===== config.mk =====
export PLATFORM = sky130hd
export DESIGN_NAME = sw_seq_loader
export DESIGN_NICKNAME = d
export VERILOG_FILES = /design/src/rtl/sw_pkg.sv /design/src/rtl/sw_base_mask.sv /design/src/rtl/sw_seq_loader.sv
export SDC_FILE = /design/constraint.sdc
export NUM_CORES = 1
export LEC_CHECK = 0
export CORE_AREA = 10 10 199 275
export CTS_BUF_LIST = sky130_fd_sc_hd__clkbuf_2 sky130_fd_sc_hd__clkbuf_4 sky130_fd_sc_hd__clkbuf_8
export DETAILED_ROUTE_END_ITERATION = 16
export DIE_AREA = 0 0 209 285
export GPL_ROUTABILITY_DRIVEN = 0
export HOLD_SLACK_MARGIN = 0.15
export PLACE_DENSITY = 0.73
export SLEW_MARGIN = 0
export SYNTH_ARGS = -nofsm -noshare
export SYNTH_HDL_FRONTEND = slang
export SYNTH_HIERARCHICAL = 1
export SYNTH_SLANG_ARGS = --single-unit

===== constraint.sdc =====
create_clock -name clk -period 4.7 [get_ports clk]
set_input_delay 0.94 -clock clk [delete_from_list [all_inputs] [get_ports clk]]
set_output_delay 0.94 -clock clk [all_outputs]
set_load 0.005 [all_outputs]

===== src/rtl/sw_pkg.sv =====
// sw_pkg: shared SW sizing, base encoding and loader state definitions
package sw_pkg;
  localparam int REF_MAX_LENGTH = 128;
  localparam int READ_MAX_LENGTH = 128;
  localparam int DP_SW_SCORE_BITWIDTH = 10;
  typedef enum logic [1:0] {BASE_A = 2'd0, BASE_C = 2'd1, BASE_G = 2'd2, BASE_T = 2'd3} base_t;
  typedef enum logic [2:0] {S_REF_LEN, S_READ_LEN, S_REF_DATA, S_READ_DATA, S_ISSUE} ld_state_t;
  function automatic int ceil4(input int n);
    return (n + 3) / 4;
  endfunction
endpackage


===== src/rtl/sw_base_mask.sv =====
// sw_base_mask: zeroes the 2-bit lanes of one packed byte whose base index is >= len
module sw_base_mask #(
  parameter int IW = 6,
  parameter int LW = 8
) (
  input  logic [7:0]    byte_i,
  input  logic [IW-1:0] idx_i,
  input  logic [LW-1:0] len_i,
  output logic [7:0]    byte_o
);
  always_comb begin
    byte_o = byte_i;
    for (int j = 0; j < 4; j++)
      if (4 * int'(idx_i) + j >= int'(len_i)) byte_o[7-2*j -: 2] = 2'b00;
  end
endmodule


===== src/rtl/sw_seq_loader.sv =====
// sw_seq_loader: assembles a framed byte stream into one packed SW_core job
module sw_seq_loader #(
  parameter int REF_MAX_LENGTH = sw_pkg::REF_MAX_LENGTH,
  parameter int READ_MAX_LENGTH = sw_pkg::READ_MAX_LENGTH
) (
  input  logic                             clk,
  input  logic                             rst,
  input  logic                             i_byte_valid,
  input  logic [7:0]                       i_byte,
  output logic                             o_byte_ready,
  output logic                             o_valid,
  input  logic                             i_ready,
  output logic [2*REF_MAX_LENGTH-1:0]      o_sequence_ref,
  output logic [2*READ_MAX_LENGTH-1:0]     o_sequence_read,
  output logic [$clog2(REF_MAX_LENGTH):0]  o_seq_ref_length,
  output logic [$clog2(READ_MAX_LENGTH):0] o_seq_read_length,
  output logic                             o_err
);
  import sw_pkg::*;
  localparam int FL = $clog2(REF_MAX_LENGTH) + 1;
  localparam int DL = $clog2(READ_MAX_LENGTH) + 1;
  localparam int ML = FL > DL ? FL : DL;
  localparam int CW = $clog2((REF_MAX_LENGTH > READ_MAX_LENGTH ? REF_MAX_LENGTH : READ_MAX_LENGTH) / 4) + 1;
  ld_state_t                   state_q;
  logic [FL-1:0]               ref_len_q;
  logic [DL-1:0]               read_len_q;
  logic [CW-1:0]               cnt_q;
  logic [2*REF_MAX_LENGTH-1:0] ref_q;
  logic [2*READ_MAX_LENGTH-1:0] read_q;
  logic                        valid_q;
  logic                        acc, ref_bad, read_bad, last;
  logic [ML-1:0]               mlen;
  logic [7:0]                  mbyte;
  assign acc = i_byte_valid && !valid_q;
  assign ref_bad = i_byte == 8'd0 || int'(i_byte) > REF_MAX_LENGTH;
  assign read_bad = i_byte == 8'd0 || int'(i_byte) > READ_MAX_LENGTH;
  assign mlen = state_q == S_REF_DATA ? ML'(ref_len_q) : ML'(read_len_q);
  assign last = int'(cnt_q) == ceil4(int'(mlen)) - 1;
  assign o_err = acc && (state_q == S_REF_LEN ? ref_bad : state_q == S_READ_LEN && read_bad);
  assign o_byte_ready = !valid_q;
  assign o_valid = valid_q;
  assign o_sequence_ref = ref_q;
  assign o_sequence_read = read_q;
  assign o_seq_ref_length = ref_len_q;
  assign o_seq_read_length = read_len_q;
  sw_base_mask #(.IW(CW), .LW(ML)) u_mask (
    .byte_i(i_byte),
    .idx_i (cnt_q),
    .len_i (mlen),
    .byte_o(mbyte)
  );
  always_ff @(posedge clk or negedge rst) begin
    if (!rst) begin
      state_q <= S_REF_LEN;
      ref_len_q <= '0;
      read_len_q <= '0;
      cnt_q <= '0;
      ref_q <= '0;
      read_q <= '0;
      valid_q <= 1'b0;
    end else begin
      case (state_q)
        S_REF_LEN: if (acc && !ref_bad) begin
          ref_len_q <= FL'(i_byte);
          ref_q <= '0;
          read_q <= '0;
          state_q <= S_READ_LEN;
        end
        S_READ_LEN: if (acc) begin
          if (read_bad) begin
            ref_len_q <= '0;
            state_q <= S_REF_LEN;
          end else begin
            read_len_q <= DL'(i_byte);
            cnt_q <= '0;
            state_q <= S_REF_DATA;
          end
        end
        S_REF_DATA: if (acc) begin
          for (int i = 0; i < REF_MAX_LENGTH / 4; i++)
            if (int'(cnt_q) == i) ref_q[2*REF_MAX_LENGTH-1-8*i -: 8] <= mbyte;
          cnt_q <= last ? '0 : cnt_q + CW'(1);
          if (last) state_q <= S_READ_DATA;
        end
        S_READ_DATA: if (acc) begin
          for (int i = 0; i < READ_MAX_LENGTH / 4; i++)
            if (int'(cnt_q) == i) read_q[2*READ_MAX_LENGTH-1-8*i -: 8] <= mbyte;
          cnt_q <= last ? '0 : cnt_q + CW'(1);
          if (last) begin
            state_q <= S_ISSUE;
            valid_q <= 1'b1;
          end
        end
        S_ISSUE: if (i_ready) begin
          state_q <= S_REF_LEN;
          valid_q <= 1'b0;
        end
        default: state_q <= S_REF_LEN;
      endcase
    end
  end
endmodule


==> results of run 1 <==
==> routing by layer <==
| layer | vias up | share of wire [%] | global-route usage (%) |
|---|---|---|---|
| met5 | - | 0 | 0 |
| met4 | 0 | 4.5 | 11.3 |
| met3 | 150 | 8.5 | 8.48 |
| met2 | 590 | 49 | 41.1 |
| met1 | 7993 | 38 | 27.2 |
| li1 | 6756 | - | - |
==> flip-flops by register name (all words and copies together) (netlist names) <==
name,count
o_sequence_read,256
o_sequence_ref,256
o_seq_read_length,8
o_seq_ref_length,8
cnt_q,6
state_q,3
o_valid,1
==> area by class of cell <==
| cell class | count | area [µm²] |
|---|---|---|
| Fill cell | 3876 | 19600 |
| Sequential cell | 538 | 13500 |
| Multi-Input combinational cell | 905 | 8150 |
| Timing Repair Buffer | 601 | 5940 |
| Clock buffer | 128 | 1570 |
| Tap cell | 643 | 805 |
| Clock inverter | 12 | 134 |
| Inverter | 17 | 63.8 |
| Antenna cell | 1 | 2.50 |
==> worst min-delay path by stage <==
stage | slack [ns] | to | startpoint | depth (start not counted)
final | 0.25 | o_sequence_read[239] | rst | 1
after global routing | 0.28 | o_sequence_read[196] | rst | 1
after CTS | 0.24 | o_sequence_read[192] | rst | 1
after detailed placement | 0.47 | o_sequence_ref[131] | o_sequence_ref[131] | 2
after global placement | 0.47 | o_sequence_ref[3] | o_sequence_ref[3] | 2
after floorplan | 0.47 | o_sequence_ref[0] | o_sequence_ref[0] | 2
==> logic make-up (layout without fill, tap and decap cells) <==
family,Yosys count,in the layout
other,0,1
muxes,423,423
adders and majority gates,13,13
and+or+nand+nor,223,223
buffers and inverters,116,758
xor gates and xnor gates,14,14
AOI/OAI and AO/OA,232,232
DFF,538,538
==> per-stage QoR <==
stage                     hold slack (ns)  area [µm²]
final                               0.246       30100
after global routing                0.279       30100
after CTS                           0.243       30100
after detailed placement            0.472       28400
after global placement              0.465       28400
after floorplan                     0.473       22100
==> worst reg2reg max path, delay by kind of cell (launching register included) <==
kind                     cells  cell delay (ns)
buffers and inverters        2             0.28
AO/OA/AOI/OAI                2             0.73
adder cells (fa/ha/maj)      1             0.30
AND/OR/NAND/NOR              5             1.89
multiplexers                 1             0.30
flip-flops                   1             0.38
==> placed cells by master (no fill, tap or decap), types with 12 or more instances in the layout <==
cell type | Yosys | layout
sky130_fd_sc_hd__clkdlybuf4s50_1 | 0 | 541
sky130_fd_sc_hd__dfrtp_1 | 538 | 537
sky130_fd_sc_hd__mux2_2 | 401 | 401
sky130_fd_sc_hd__nand2_1 | 107 | 107
sky130_fd_sc_hd__clkbuf_8 | 0 | 98
sky130_fd_sc_hd__o2bb2ai_1 | 88 | 88
sky130_fd_sc_hd__buf_4 | 4 | 54
sky130_fd_sc_hd__a21oi_1 | 36 | 36
sky130_fd_sc_hd__o21ai_0 | 30 | 30
sky130_fd_sc_hd__clkbuf_4 | 0 | 30
sky130_fd_sc_hd__a21oi_4 | 20 | 20
sky130_fd_sc_hd__inv_1 | 17 | 17
sky130_fd_sc_hd__mux2_1 | 16 | 16
sky130_fd_sc_hd__nor3_1 | 15 | 15
sky130_fd_sc_hd__nor2_1 | 14 | 14
sky130_fd_sc_hd__a21oi_2 | 13 | 13
sky130_fd_sc_hd__ha_1 | 13 | 13
sky130_fd_sc_hd__and2_1 | 13 | 12
==> where the power goes <==
part,leakage [µW],internal (µW),switching (µW)
sequential,0.00729,5860,904
clock,0.000912,2230,1800
combinational,0.00539,3890,3700
==> impl_metrics.xml, run 1 <==
<?xml version="1.0" encoding="UTF-8"?>
<metrics>
  <group name="timing">
    <metric name="setup-tns-final" unit="ns">0</metric>
    <metric name="finalMaxSlewViolations" unit="">0</metric>
    <metric name="maxSlewHeadroom" unit="%">34.0</metric>
    <metric name="max_freq" unit="GHz">0.253</metric>
    <metric name="final.min_clock_period" unit="ns">3.96</metric>
    <metric name="rsz0062_at_grt" unit="">false</metric>
    <metric name="max_slew.worst_pin.slew" unit="ns">0.984</metric>
    <metric name="period_utilization" unit="%">84.2</metric>
    <metric name="final-setup-viol-count" unit="">0</metric>
    <metric name="skew" unit="ns">0.0346</metric>
    <metric name="report.final.hold_viol_count" unit="">0</metric>
    <metric name="layout_setup_ws" unit="ns">0.741</metric>
  </group>
  <group name="setup_path">
    <metric name="worst-path-max-fanout" unit="">16</metric>
    <metric name="critical-path-top-delay-family" unit="">simple AND/OR/NAND/NOR gates</metric>
    <metric name="critPathLaunchType" unit="">flip-flop</metric>
    <metric name="ff2ff_path_depth" unit="">11</metric>
    <metric name="reg_to_reg_critical_path_startpoint" unit="">state_q[0]</metric>
    <metric name="timing.critical_path.slowest_cell_delay" unit="ns">0.59</metric>
    <metric name="endpoint" unit="">o_sequence_read[228]</metric>
    <metric name="timing.critical_path.arrival" unit="ns">4.53</metric>
    <metric name="slowest_cell_on_the_critical_path" unit="">sky130_fd_sc_hd__nor3b_1</metric>
    <metric name="critical_path_depth" unit="">11</metric>
    <metric name="path_cells" unit="">or3b_1 &gt; buf_4 &gt; mux2_2 &gt; inv_1 &gt; ha_1 &gt; and3_4 &gt; a221o_2 &gt; nor3b_1 &gt; and3_1 &gt; nand2_1 &gt; o2bb2ai_1</metric>
    <metric name="critPathKind" unit="">flip-flop to flip-flop</metric>
    <metric name="rrSetupSlack" unit="ns">0.74</metric>
    <metric name="timing.rr.end" unit="">o_sequence_read[228]</metric>
    <metric name="end_kind" unit="">flip-flop</metric>
    <metric name="cp-startpoint" unit="">state_q[0]</metric>
    <metric name="cp_required" unit="ns">5.27</metric>
    <metric name="buffer_and_inverter_count_on_the_worst_path" unit="">2</metric>
  </group>
  <group name="placement">
    <metric name="buffer_ports.inserted" unit="">542</metric>
    <metric name="post-dp-hpwl" unit="µm">54600</metric>
    <metric name="place_worst_setup_slack" unit="ns">0.388</metric>
    <metric name="post-place-cells" unit="">2704</metric>
  </group>
  <group name="die">
    <metric name="width_of_the_die" unit="µm">209</metric>
    <metric name="starting_utilization_of_the_core_area" unit="%">44.3</metric>
    <metric name="dieArea" unit="µm²">59600</metric>
    <metric name="num_rows" unit="">97</metric>
    <metric name="core-area" unit="µm²">49800</metric>
    <metric name="boundaryPins" unit="">543</metric>
    <metric name="die_height" unit="µm">285</metric>
  </group>
  <group name="synthesis">
    <metric name="ffs_w_async_s_r_synth" unit="%">100</metric>
    <metric name="syn-num-nets" unit="">1584</metric>
    <metric name="syn-mean-instance-area" unit="µm²">14.2</metric>
    <metric name="synth.lib_cells_used.distinct" unit="">71</metric>
    <metric name="synth_top_family_by_area" unit="">multiplexers</metric>
    <metric name="synth_top_area_share" unit="%">61.0</metric>
    <metric name="postSynth.topFlopCell" unit="">sky130_fd_sc_hd__dfrtp_1</metric>
    <metric name="synth-seq-cells" unit="">538</metric>
    <metric name="syn-cell-area" unit="µm²">22100</metric>
    <metric name="edff_count_synth" unit="">0</metric>
    <metric name="synth_compound_area_share" unit="%">8.88</metric>
    <metric name="yosys-top-cells-area" unit="">sky130_fd_sc_hd__dfrtp_1 (61%), sky130_fd_sc_hd__mux2_2 (20%), sky130_fd_sc_hd__o2bb2ai_1 (3.5%), sky130_fd_sc_hd__nand2_1 (1.8%), sky130_fd_sc_hd__a21oi_4 (1.5%)</metric>
    <metric name="synth_mux_area_share" unit="%">21.6</metric>
    <metric name="yosys.area_share.xor_xnor" unit="%">0.556</metric>
    <metric name="synth_fa_ha_area_share" unit="%">0.737</metric>
    <metric name="yosys.cell_count.top_type" unit="">sky130_fd_sc_hd__dfrtp_1</metric>
    <metric name="post_synth_and_or_nand_nor_area_fraction" unit="%">5.06</metric>
    <metric name="yosys_warnings" unit="">6</metric>
    <metric name="postSynthCellCount" unit="">1559</metric>
    <metric name="synth.yosys.seq_area_share" unit="%">61.0</metric>
    <metric name="synth_top_area_cell" unit="">sky130_fd_sc_hd__dfrtp_1</metric>
    <metric name="yosys-top-cells-count" unit="">sky130_fd_sc_hd__dfrtp_1 (538), sky130_fd_sc_hd__mux2_2 (401), sky130_fd_sc_hd__nand2_1 (107)</metric>
  </group>
  <group name="layout">
    <metric name="syn2layout_area_growth" unit="%">36.6</metric>
    <metric name="drive_gt1_share" unit="%">29.7</metric>
    <metric name="finalNonFillerCells" unit="">2845</metric>
    <metric name="final_core_util" unit="%">60.5</metric>
    <metric name="finalNetCount" unit="">2168</metric>
  </group>
  <group name="route">
    <metric name="route.detailed.wl_per_inst" unit="µm">26.1</metric>
    <metric name="vias_per_cell" unit="">5.44</metric>
    <metric name="wl" unit="µm">74200</metric>
    <metric name="ant_nets" unit="">0</metric>
    <metric name="drcViolationCount" unit="">0</metric>
    <metric name="number_of_iterations_in_the_first_detailed_routing_pass" unit="">5</metric>
    <metric name="drt-initial-drc-count" unit="">764</metric>
    <metric name="number_of_vias_in_the_routed_layout" unit="">15500</metric>
  </group>
  <group name="grt">
    <metric name="grt_max_degree" unit="">115</metric>
    <metric name="grt_util_all_layers" unit="%">24.4</metric>
    <metric name="grt_pass1_wl" unit="µm">111000</metric>
    <metric name="grt_antenna_before_repair" unit="">1</metric>
    <metric name="first_global_vias" unit="">16700</metric>
    <metric name="globalRoute.totalOverflow" unit="">0</metric>
  </group>
  <group name="flow_run">
    <metric name="timing.max_cap.violations" unit="">0</metric>
  </group>
  <group name="pwr">
    <metric name="leakage" unit="µW">0.0136</metric>
    <metric name="worst_ir_drop_vdd" unit="mV">0.356</metric>
    <metric name="power.density" unit="nW/µm²">610</metric>
    <metric name="post-layout-total-power" unit="µW">18400</metric>
  </group>
  <group name="outcome">
    <metric name="status" unit="">finished clean</metric>
  </group>
  <group name="clock_network">
    <metric name="worstSkewPairLatency" unit="ns">0.67</metric>
    <metric name="clockBufferDepth" unit="">3</metric>
    <metric name="tritoncts" unit="">built</metric>
    <metric name="post-cts-setup-buffers" unit="">0</metric>
    <metric name="path_clk_slew" unit="ns">0.07</metric>
    <metric name="tritoncts.num_buffers" unit="">80</metric>
    <metric name="cts_resizes" unit="">0</metric>
    <metric name="clockRootBuffer" unit="">sky130_fd_sc_hd__clkbuf_8</metric>
    <metric name="htree_num_levels" unit="">3</metric>
    <metric name="clock_sink_count" unit="">538</metric>
    <metric name="cts_hold_buffers" unit="">0</metric>
  </group>
  <group name="min_path">
    <metric name="worstHoldPathType" unit="">input port to asynchronous set/reset pin</metric>
  </group>
</metrics>
Note: power is estimated with default switching activity, not from simulation.
==> run 2: changes to the inputs <==
clock period = 3.85 ns   (was 4.7 ns; I/O delays follow)
==> run 2 against run 1 <==
Effect of this change:
- global-route usage up 0.31 points
- critical endpoint is now o_sequence_read[221]
- clock skew is 0.0014 ns lower
- final area is 1.3% higher
- sequential share of layout area decreased by 0.56 points
- utilization is 0.77 points higher
- critical path type unchanged
- sequential power rose by 23%
- register-to-register slack got worse by 0.49 ns
==> impl_metrics.xml, run 2 (synthesis gave the netlist of run 1 again) <==
<?xml version="1.0" encoding="UTF-8"?>
<metrics>
  <group name="outcome">
    <metric name="status" unit="">finished clean</metric>
  </group>
  <group name="layout">
    <metric name="final_core_util" unit="%">61.3</metric>
    <metric name="mostFrequentLayoutCells" unit="">sky130_fd_sc_hd__clkdlybuf4s50_1 (541), sky130_fd_sc_hd__dfrtp_1 (537), sky130_fd_sc_hd__mux2_2 (401), sky130_fd_sc_hd__nand2_1 (105), sky130_fd_sc_hd__clkbuf_8 (100)</metric>
    <metric name="syn2layout_area_growth" unit="%">38.3</metric>
    <metric name="drive_gt1_share" unit="%">30.9</metric>
    <metric name="finalNetCount" unit="">2205</metric>
    <metric name="layout.cells.most_common" unit="">sky130_fd_sc_hd__clkdlybuf4s50_1</metric>
  </group>
  <group name="clock_network">
    <metric name="tritoncts.num_buffers" unit="">81</metric>
    <metric name="path_clk_slew" unit="ns">0.06</metric>
    <metric name="tritoncts" unit="">built</metric>
    <metric name="clockBufferDepth" unit="">3</metric>
    <metric name="worstSkewPairLatency" unit="ns">0.67</metric>
    <metric name="htree_num_levels" unit="">3</metric>
    <metric name="clock_sink_count" unit="">538</metric>
    <metric name="clockRootBuffer" unit="">sky130_fd_sc_hd__clkbuf_8</metric>
  </group>
  <group name="min_path">
    <metric name="worstHoldPathType" unit="">flip-flop to flip-flop</metric>
  </group>
  <group name="timing">
    <metric name="maxSlewHeadroom" unit="%">42.1</metric>
    <metric name="report.final.hold_viol_count" unit="">0</metric>
    <metric name="setup-tns-final" unit="ns">0</metric>
    <metric name="final-setup-viol-count" unit="">0</metric>
    <metric name="max_slew.worst_pin.slew" unit="ns">0.862</metric>
    <metric name="finalMaxSlewViolations" unit="">0</metric>
    <metric name="skew" unit="ns">0.0332</metric>
    <metric name="final.hold.worst_slack" unit="ns">0.489</metric>
    <metric name="period_utilization" unit="%">93.4</metric>
    <metric name="rsz0062_at_grt" unit="">false</metric>
    <metric name="max_freq" unit="GHz">0.278</metric>
    <metric name="final.min_clock_period" unit="ns">3.60</metric>
  </group>
  <group name="die">
    <metric name="starting_utilization_of_the_core_area" unit="%">44.3</metric>
    <metric name="dieArea" unit="µm²">59600</metric>
    <metric name="core-area" unit="µm²">49800</metric>
    <metric name="boundaryPins" unit="">543</metric>
    <metric name="num_rows" unit="">97</metric>
    <metric name="width_of_the_die" unit="µm">209</metric>
    <metric name="die_height" unit="µm">285</metric>
  </group>
  <group name="grt">
    <metric name="grt_pass1_wl" unit="µm">112000</metric>
    <metric name="first_global_vias" unit="">17000</metric>
    <metric name="globalRoute.totalOverflow" unit="">0</metric>
    <metric name="grt_max_degree" unit="">80</metric>
    <metric name="grt_antenna_before_repair" unit="">1</metric>
    <metric name="grt_util_all_layers" unit="%">24.7</metric>
  </group>
  <group name="pwr">
    <metric name="worst_ir_drop_vdd" unit="mV">0.553</metric>
    <metric name="power.density" unit="nW/µm²">740</metric>
    <metric name="leakage" unit="µW">0.0138</metric>
  </group>
  <group name="flow_run">
    <metric name="timing.max_cap.violations" unit="">0</metric>
  </group>
  <group name="route">
    <metric name="vias_per_cell" unit="">5.49</metric>
    <metric name="drcViolationCount" unit="">0</metric>
    <metric name="number_of_iterations_in_the_first_detailed_routing_pass" unit="">5</metric>
    <metric name="number_of_vias_in_the_routed_layout" unit="">15800</metric>
    <metric name="drt-initial-drc-count" unit="">747</metric>
    <metric name="route.detailed.wl_per_inst" unit="µm">26.3</metric>
    <metric name="ant_nets" unit="">0</metric>
    <metric name="wl" unit="µm">75700</metric>
  </group>
  <group name="placement">
    <metric name="buffer_ports.inserted" unit="">542</metric>
    <metric name="post-dp-hpwl" unit="µm">55700</metric>
  </group>
  <group name="setup_path">
    <metric name="end_kind" unit="">flip-flop</metric>
    <metric name="critPathLaunchType" unit="">flip-flop</metric>
    <metric name="cp_required" unit="ns">4.41</metric>
    <metric name="timing.critical_path.arrival" unit="ns">4.16</metric>
    <metric name="worst-path-max-fanout" unit="">11</metric>
    <metric name="critPathKind" unit="">flip-flop to flip-flop</metric>
  </group>
</metrics>
[run 2: cell types whose count changed in the layout (fill, tap and decap cells not counted)]
cell	previous run	this run
sky130_fd_sc_hd__nand2_1	107	105
sky130_fd_sc_hd__buf_4	54	80
sky130_fd_sc_hd__buf_12	5	14
sky130_fd_sc_hd__inv_6	1	3
sky130_fd_sc_hd__clkinv_2	6	11
sky130_fd_sc_hd__or3b_4	0	1
sky130_fd_sc_hd__nand2_2	0	2
sky130_fd_sc_hd__clkbuf_4	30	21
sky130_fd_sc_hd__clkbuf_8	98	100
sky130_fd_sc_hd__or3b_1	1	0
sky130_fd_sc_hd__inv_8	1	0
sky130_fd_sc_hd__dlygate4sd3_1	0	1
[run 2: layout make-up]
type                    count  area, µm²
clock buffers             121       1530
repair buffers            637       6320
inverters                  17       63.8
clock inverters            18        165
multi-input cells         905       8160
well taps                 643        805
flip-flops and latches    538      13500
diodes                      1       2.50
fillers                  3922      19200
[run 2: what timing repair did]
item / 4_1_cts / 5_1_grt
setup buffers: 0 / 6
hold endpoints to repair: 70 / 0
hold buffers: 1 / 0
gates resized for setup: 0 / 3
endpoints found under the setup margin: 0 / 106
[run 2: worst paths after layout]
kind	slack, ns	to	cells past startpoint	start
min in group asynchronous	0.70	o_sequence_read[239]	2	rst
worst max register to register	0.25	o_sequence_read[221]	12	state_q[0]
max in group asynchronous	2.11	o_sequence_ref[188]	4	rst
worst max-delay path	0.25	o_sequence_read[221]	12	state_q[0]
worst min register to register	0.49	o_sequence_ref[6]	2	o_sequence_ref[6]
worst min-delay path	0.49	o_sequence_ref[6]	2	o_sequence_ref[6]
[run 2: critical path, cell delays in order, from the launching register on]
cell	delay (ns)
sky130_fd_sc_hd__dfrtp_1	0.38
sky130_fd_sc_hd__or3b_4	0.49
sky130_fd_sc_hd__mux2i_1	0.27
sky130_fd_sc_hd__inv_1	0.10
sky130_fd_sc_hd__inv_1	0.07
sky130_fd_sc_hd__ha_1	0.25
sky130_fd_sc_hd__a21o_1	0.21
sky130_fd_sc_hd__a221o_2	0.46
sky130_fd_sc_hd__nor3b_1	0.21
sky130_fd_sc_hd__buf_4	0.17
sky130_fd_sc_hd__and3_1	0.19
sky130_fd_sc_hd__nand2_1	0.40
sky130_fd_sc_hd__o2bb2ai_1	0.31
[run 2: where the power goes]
part / internal, µW / switching (µW) / leakage [µW]
Combinational: 4870 / 4510 / 0.00561
Sequential: 7150 / 1150 / 0.00729
Clock: 2690 / 2220 / 0.000908
[run 2: metal layers]
metal | vias to the layer above | GRT usage [%] | share of wire (%)
met5 | - | 0 | 0
met4 | 0 | 11.0 | 4.2
met3 | 150 | 7.91 | 7.8
met2 | 617 | 42.2 | 50
met1 | 8198 | 27.6 | 38
li1 | 6842 | - | -
[run 2: stage by stage]
step	area, µm²	worst slack, ns	instances	total power [µW]
final	30500	0.253	2880	22600
after global routing	30500	0.0226	2880	23700
after CTS	30500	0.0614	2873	22700
after detailed placement	28700	0.0849	2733	17700
after global placement	28700	0.0970	2733	17500
after floorplan	22100	0.560	1559	12500
